## src/rtl/reflet_bus_map_pkg.sv

```systemverilog
// Shared types and constants for the Reflet bus map: read-steering selector,
// fault counter width and its saturating increment.
package reflet_bus_map_pkg;

    localparam int FAULT_CNT_W = 8;
    localparam int MAX_SLAVES  = 16;
    localparam int IDX_W       = 4;

    typedef struct packed {
        logic             valid;
        logic [IDX_W-1:0] idx;
    } sel_t;

    function automatic logic [FAULT_CNT_W-1:0] sat_inc(input logic [FAULT_CNT_W-1:0] c);
        return (&c) ? c : c + 1'b1;
    endfunction

endpackage

```

## src/rtl/reflet_bus_decode.sv

```systemverilog
// Combinational priority address decoder: lowest-index matching region wins,
// and the offset is the address bits below that region's size.
module reflet_bus_decode
    import reflet_bus_map_pkg::*;
#(
    parameter int                            wordsize        = 16,
    parameter int                            nb_slaves       = 4,
    parameter logic [nb_slaves*wordsize-1:0] slave_base      = '0,
    parameter logic [nb_slaves*8-1:0]        slave_size_log2 = '0
) (
    input  logic [wordsize-1:0] addr_i,
    output logic                hit_o,
    output logic [IDX_W-1:0]    hit_idx_o,
    output logic [wordsize-1:0] offset_o
);

    logic [nb_slaves-1:0] match;
    logic [wordsize-1:0]  off_arr [nb_slaves];

    // Comparing only the bits above the region size is the same as comparing
    // the shifted address and base; a full-width size yields an all-ones mask.
    for (genvar g = 0; g < nb_slaves; g++) begin : g_region
        localparam logic [wordsize-1:0] BASE = slave_base[g*wordsize +: wordsize];
        localparam int                  SZ   = int'(slave_size_log2[g*8 +: 8]);
        localparam logic [wordsize-1:0] MASK = (SZ >= wordsize) ? {wordsize{1'b1}}
                                                                : ~({wordsize{1'b1}} << SZ);
        assign match[g]   = ((addr_i & ~MASK) == (BASE & ~MASK));
        assign off_arr[g] = addr_i & MASK;
    end

    always_comb begin
        hit_o     = 1'b0;
        hit_idx_o = '0;
        offset_o  = '0;
        for (int i = nb_slaves - 1; i >= 0; i--) begin
            if (match[i]) begin
                hit_o     = 1'b1;
                hit_idx_o = IDX_W'(i);
                offset_o  = off_arr[i];
            end
        end
    end

endmodule

```

## src/rtl/reflet_bus_map.sv

```systemverilog
// Address decoder and registered read-data mux between a reflet_cpu master and
// nb_slaves memory-mapped slaves, with sticky fault reporting.
module reflet_bus_map
    import reflet_bus_map_pkg::*;
#(
    parameter int                            wordsize        = 16,
    parameter int                            nb_slaves       = 4,
    parameter logic [nb_slaves*wordsize-1:0] slave_base      = '0,
    parameter logic [nb_slaves*8-1:0]        slave_size_log2 = '0,
    parameter logic [nb_slaves-1:0]          read_only       = '0
) (
    input  logic                          clk,
    input  logic                          reset,
    input  logic [wordsize-1:0]           cpu_addr,
    input  logic [wordsize-1:0]           cpu_data_out,
    input  logic                          cpu_write_en,
    output logic [wordsize-1:0]           cpu_data_in,
    output logic [nb_slaves-1:0]          slave_enable,
    output logic [nb_slaves-1:0]          slave_write_en,
    output logic [wordsize-1:0]           slave_addr,
    output logic [wordsize-1:0]           slave_data_out,
    input  logic [nb_slaves*wordsize-1:0] slave_data_in,
    input  logic                          fault_clear,
    output logic                          fault,
    output logic [wordsize-1:0]           fault_addr,
    output logic [FAULT_CNT_W-1:0]        fault_count
);

    logic                   dec_hit;
    logic [IDX_W-1:0]       dec_idx;
    logic [wordsize-1:0]    dec_off;
    logic [MAX_SLAVES-1:0]  ro_ext;
    logic                   fault_evt;

    sel_t                   sel_q, sel_d;
    logic                   fault_q, fault_d;
    logic [wordsize-1:0]    fault_addr_q, fault_addr_d;
    logic [FAULT_CNT_W-1:0] fault_cnt_q, fault_cnt_d;

    reflet_bus_decode #(
        .wordsize        (wordsize),
        .nb_slaves       (nb_slaves),
        .slave_base      (slave_base),
        .slave_size_log2 (slave_size_log2)
    ) u_decode (
        .addr_i    (cpu_addr),
        .hit_o     (dec_hit),
        .hit_idx_o (dec_idx),
        .offset_o  (dec_off)
    );

    assign ro_ext = MAX_SLAVES'(read_only);

    always_comb begin
        slave_enable = '0;
        for (int i = 0; i < nb_slaves; i++) begin
            slave_enable[i] = dec_hit && (dec_idx == IDX_W'(i));
        end
    end

    assign slave_write_en = {nb_slaves{cpu_write_en}} & slave_enable & ~read_only;
    assign slave_addr     = dec_off;
    assign slave_data_out = cpu_data_out;

    // The selector is captured every cycle so the mux tracks synchronous-read slaves.
    assign sel_d = '{valid: dec_hit, idx: dec_idx};

    always_comb begin
        cpu_data_in = '0;
        for (int i = 0; i < nb_slaves; i++) begin
            if (sel_q.valid && (sel_q.idx == IDX_W'(i))) begin
                cpu_data_in = slave_data_in[i*wordsize +: wordsize];
            end
        end
    end

    assign fault_evt = !dec_hit || (cpu_write_en && ro_ext[dec_idx]);

    // A fault in the same cycle as a clear wins and re-arms the address capture.
    always_comb begin
        fault_d      = fault_q;
        fault_addr_d = fault_addr_q;
        fault_cnt_d  = fault_cnt_q;
        if (fault_clear) begin
            fault_d      = 1'b0;
            fault_addr_d = '0;
        end
        if (fault_evt) begin
            fault_d     = 1'b1;
            fault_cnt_d = sat_inc(fault_cnt_q);
            if (!fault_q || fault_clear) begin
                fault_addr_d = cpu_addr;
            end
        end
    end

    always_ff @(posedge clk or negedge reset) begin
        if (!reset) begin
            sel_q        <= '0;
            fault_q      <= 1'b0;
            fault_addr_q <= '0;
            fault_cnt_q  <= '0;
        end else begin
            sel_q        <= sel_d;
            fault_q      <= fault_d;
            fault_addr_q <= fault_addr_d;
            fault_cnt_q  <= fault_cnt_d;
        end
    end

    assign fault       = fault_q;
    assign fault_addr  = fault_addr_q;
    assign fault_count = fault_cnt_q;

endmodule

```

## config.mk

```make
export PLATFORM = sky130hd
export DESIGN_NAME = reflet_bus_map
export DESIGN_NICKNAME = d
export VERILOG_FILES = /design/src/rtl/reflet_bus_map_pkg.sv /design/src/rtl/reflet_bus_decode.sv /design/src/rtl/reflet_bus_map.sv
export SDC_FILE = /design/constraint.sdc
export NUM_CORES = 1
export LEC_CHECK = 0
export ABC_AREA = 1
export CORE_UTILIZATION = 29
export CTS_CLUSTER_SIZE = 8
export DETAILED_ROUTE_END_ITERATION = 12
export HOLD_SLACK_MARGIN = 0.06
export PLACE_DENSITY = 0.89
export SETUP_SLACK_MARGIN = 0.2
export SYNTH_ARGS = -nofsm -noshare
export SYNTH_HDL_FRONTEND = slang
export SYNTH_SLANG_ARGS = --single-unit
```

## constraint.sdc

```tcl
create_clock -name clk -period 1.5 [get_ports clk]
set_input_delay 0.15 -clock clk [delete_from_list [all_inputs] [get_ports clk]]
set_output_delay 0.15 -clock clk [all_outputs]
set_load 0.1 [all_outputs]
```

==> metrics.txt <==
P&R area growth vs syn=82.5%; Top Ports=181; placed cells=398; outcome=completed; layout cell share with drive strength beyond 1=0.371; CTS Buffer Depth=2; via count=1,730; Post-Route WL=5.29 mm; fin crit share=0.893; drt pass-1 iters=4; Post-DRT Antenna Nets=0; fin nets=444; die area=6470 um2; final core utilization=0.550; GRT Total Usage=0.151; critical path class=reg -> out; placement row count=28; minimum clock period=1340 ps; Post-Route Skew=4.74 ps; post-place setup slack=-79.5 ps; # diodes=0; area of the multi-input gates=877 um2; most frequent CP cell=buf_12; Placed Area=2970 um2; Worst Setup Slack, final=160 ps; RSZ-0062 raised after global routing=true; # setup viols final=0; ratio of total power to cell area=983 nW/um2; clk slew on worst S/H paths=100 ps; Placer Congestion=0.726; fin. max-slew vios=0; Unique masters post-synth=18; Worst EP required=1350 ps; register area=676 um2; FMAX=746 MHz; global-route wire length before repair=7.33 mm; input/output buffers=78; Fillers=516; clock latency on the worst-skew pair=270 ps; Horiz. Die Dim=80.4 um; Syn. warnings=0; CP cell instances=buf_12, nand2_4, clkinvlp_4, buf_12; DIE HEIGHT=80.4 um; Sink Count=26; CTS HTree Levels=1; total core area=5920 um2; flops & latches, synth=26; Layout Cells excl Fill=417; Max FO, Critical Path=8; post-route cell area=3250 um2; TritonCTS Buffers=3; worst hold path type=in -> reg; CP max stage delay=440 ps; CP Capture Type=output pin; DR DRC count=0; Post-Synthesis Cells=263; Seq/Total Area, Yosys=0.365; vias in the first global route=1,500; hold_buf cts=0; grt ovf=0; Mapped Avg Cell Area=6.78 um2; WHS=123 ps; Critical Path AT=1190 ps; peak supply drop=0.780 mV; Leak=1.66 nW; pin count of the biggest net entering global routing=27; Initial DRC Count=48; CTS tree=yes; CP max stage cell=dfrtp_2; root buf cell=clkbuf_8; Starting Density=0.301; wire per inst=12.7 um; final-report hold violation count=0; via density per instance=4.15; Detailed Place HPWL=3.95 mm; Max-Cap Viols=0; CP startpoint kind=register; Post-Syn Area=1780 um2; initial antenna violation count=0
## where the power goes
group          switching [mW]  leakage [nW]  total, mW  internal (mW)
clock                   0.226        0.0288      0.461          0.235
sequential              0.147         0.313      0.965          0.818
combinational            1.19          1.32       1.77          0.586
total                    1.56          1.66       3.20           1.64
## registers in the layout, indices dropped and copies added, names as in the netlist
signal	flops
fault	1
fault_addr	16
fault_count	8
sel_q	1
## timing repair
item | 4_1_cts | 5_1_grt
gates resized for setup | 50 | 16
gates cloned | 0 | 1
endpoints found under the hold margin | 0 | 0
buffers inserted | 3 | 11
setup endpoints to repair | 18 | 26
pin swaps | 15 | 16
## worst max-delay path, delay by kind of cell, from the launching register on
family                 cells  cell delay [ps]
DFF                        1              440
buffers and inverters      3              420
and+or+nand+nor            1               70
## area by class of cell
class	instances	share of cell area
repair buffers	99	0.419
multi-input cells	174	0.270
flip-flops and latches	26	0.208
inverters	39	0.0581
well taps	75	0.0288
clock buffers	4	0.0169
## routing by layer
layer,GRT usage,up-vias,part of all wire
met5,0,-,0
met4,0.0268,0,0.0045
met3,0.0295,2,0.074
met2,0.305,87,0.57
met1,0.158,783,0.36
li1,-,858,-
## cells in the final DEF (no fill, tap or decap), drive strengths merged
cell             n
conb            22
buf             64
clkinvlp        10
nand2          101
clkbuf           6
dfrtp           26
nand3b           1
clkdlybuf4s50   19
clkdlybuf4s15    5
nand3           11
dlygate4sd2      9
ha               1
nand4            2
xnor2            2
nor2            33
o21ai            1
inv             29
## cell families (layout without fill, tap and decap cells)
family | Yosys count | after routing | share of synthesized area
simple gates | 147 | 148 | 0.346
flops | 26 | 26 | 0.365
compound gates | 1 | 1 | 0.00280
fa+ha+maj | 1 | 1 | 0.00702
buf+inv | 85 | 142 | 0.267
other cells | 1 | 22 | 0.00210
xor+xnor | 2 | 2 | 0.00983
## worst paths after layout
check | depth (start not counted) | slack [ps] | to | startpoint
worst min register to register | 2 | 570 | fault_count[4] | fault_count[4]
worst max register to register | 7 | 200 | fault_count[2] | fault_count[0]
worst max-delay path | 4 | 160 | cpu_data_in[13] | sel_q[4]
max in group asynchronous | 2 | 960 | fault_count[0] | reset
worst min-delay path | 3 | 120 | fault_addr[0] | cpu_addr[0]
min in group asynchronous | 2 | 250 | fault_addr[13] | reset
## per-stage QoR
| stage | setup TNS, ps | power [mW] |
|---|---|---|
| final | 0 | 3.20 |
| after global routing | 0 | 3.33 |
| after CTS | 0 | 3.11 |
| after detailed placement | -687 | 2.65 |
| after global placement | -533 | 2.62 |
| after floorplan | 0 | 2.29 |
## synthesized netlist by cell type
| cell | instances | share of area |
|---|---|---|
| ha_1 | 1 | 0.0070 |
| nor2_1 | 32 | 0.067 |
| nand2_2 | 3 | 0.011 |
| buf_4 | 39 | 0.16 |
| nand4_4 | 1 | 0.012 |
| nor2_4 | 1 | 0.0063 |
| o21ai_0 | 1 | 0.0028 |
| conb_1 | 1 | 0.0021 |
| xnor2_1 | 2 | 0.0098 |
| dfrtp_1 | 26 | 0.36 |
| nand3_1 | 11 | 0.031 |
| nand2_4 | 2 | 0.013 |
| clkbuf_1 | 3 | 0.0063 |
| buf_2 | 3 | 0.0084 |
| inv_1 | 39 | 0.082 |
| nand2_1 | 96 | 0.20 |
| buf_6 | 1 | 0.0063 |
| nand3b_1 | 1 | 0.0042 |
(Power assumes the default switching activity.)
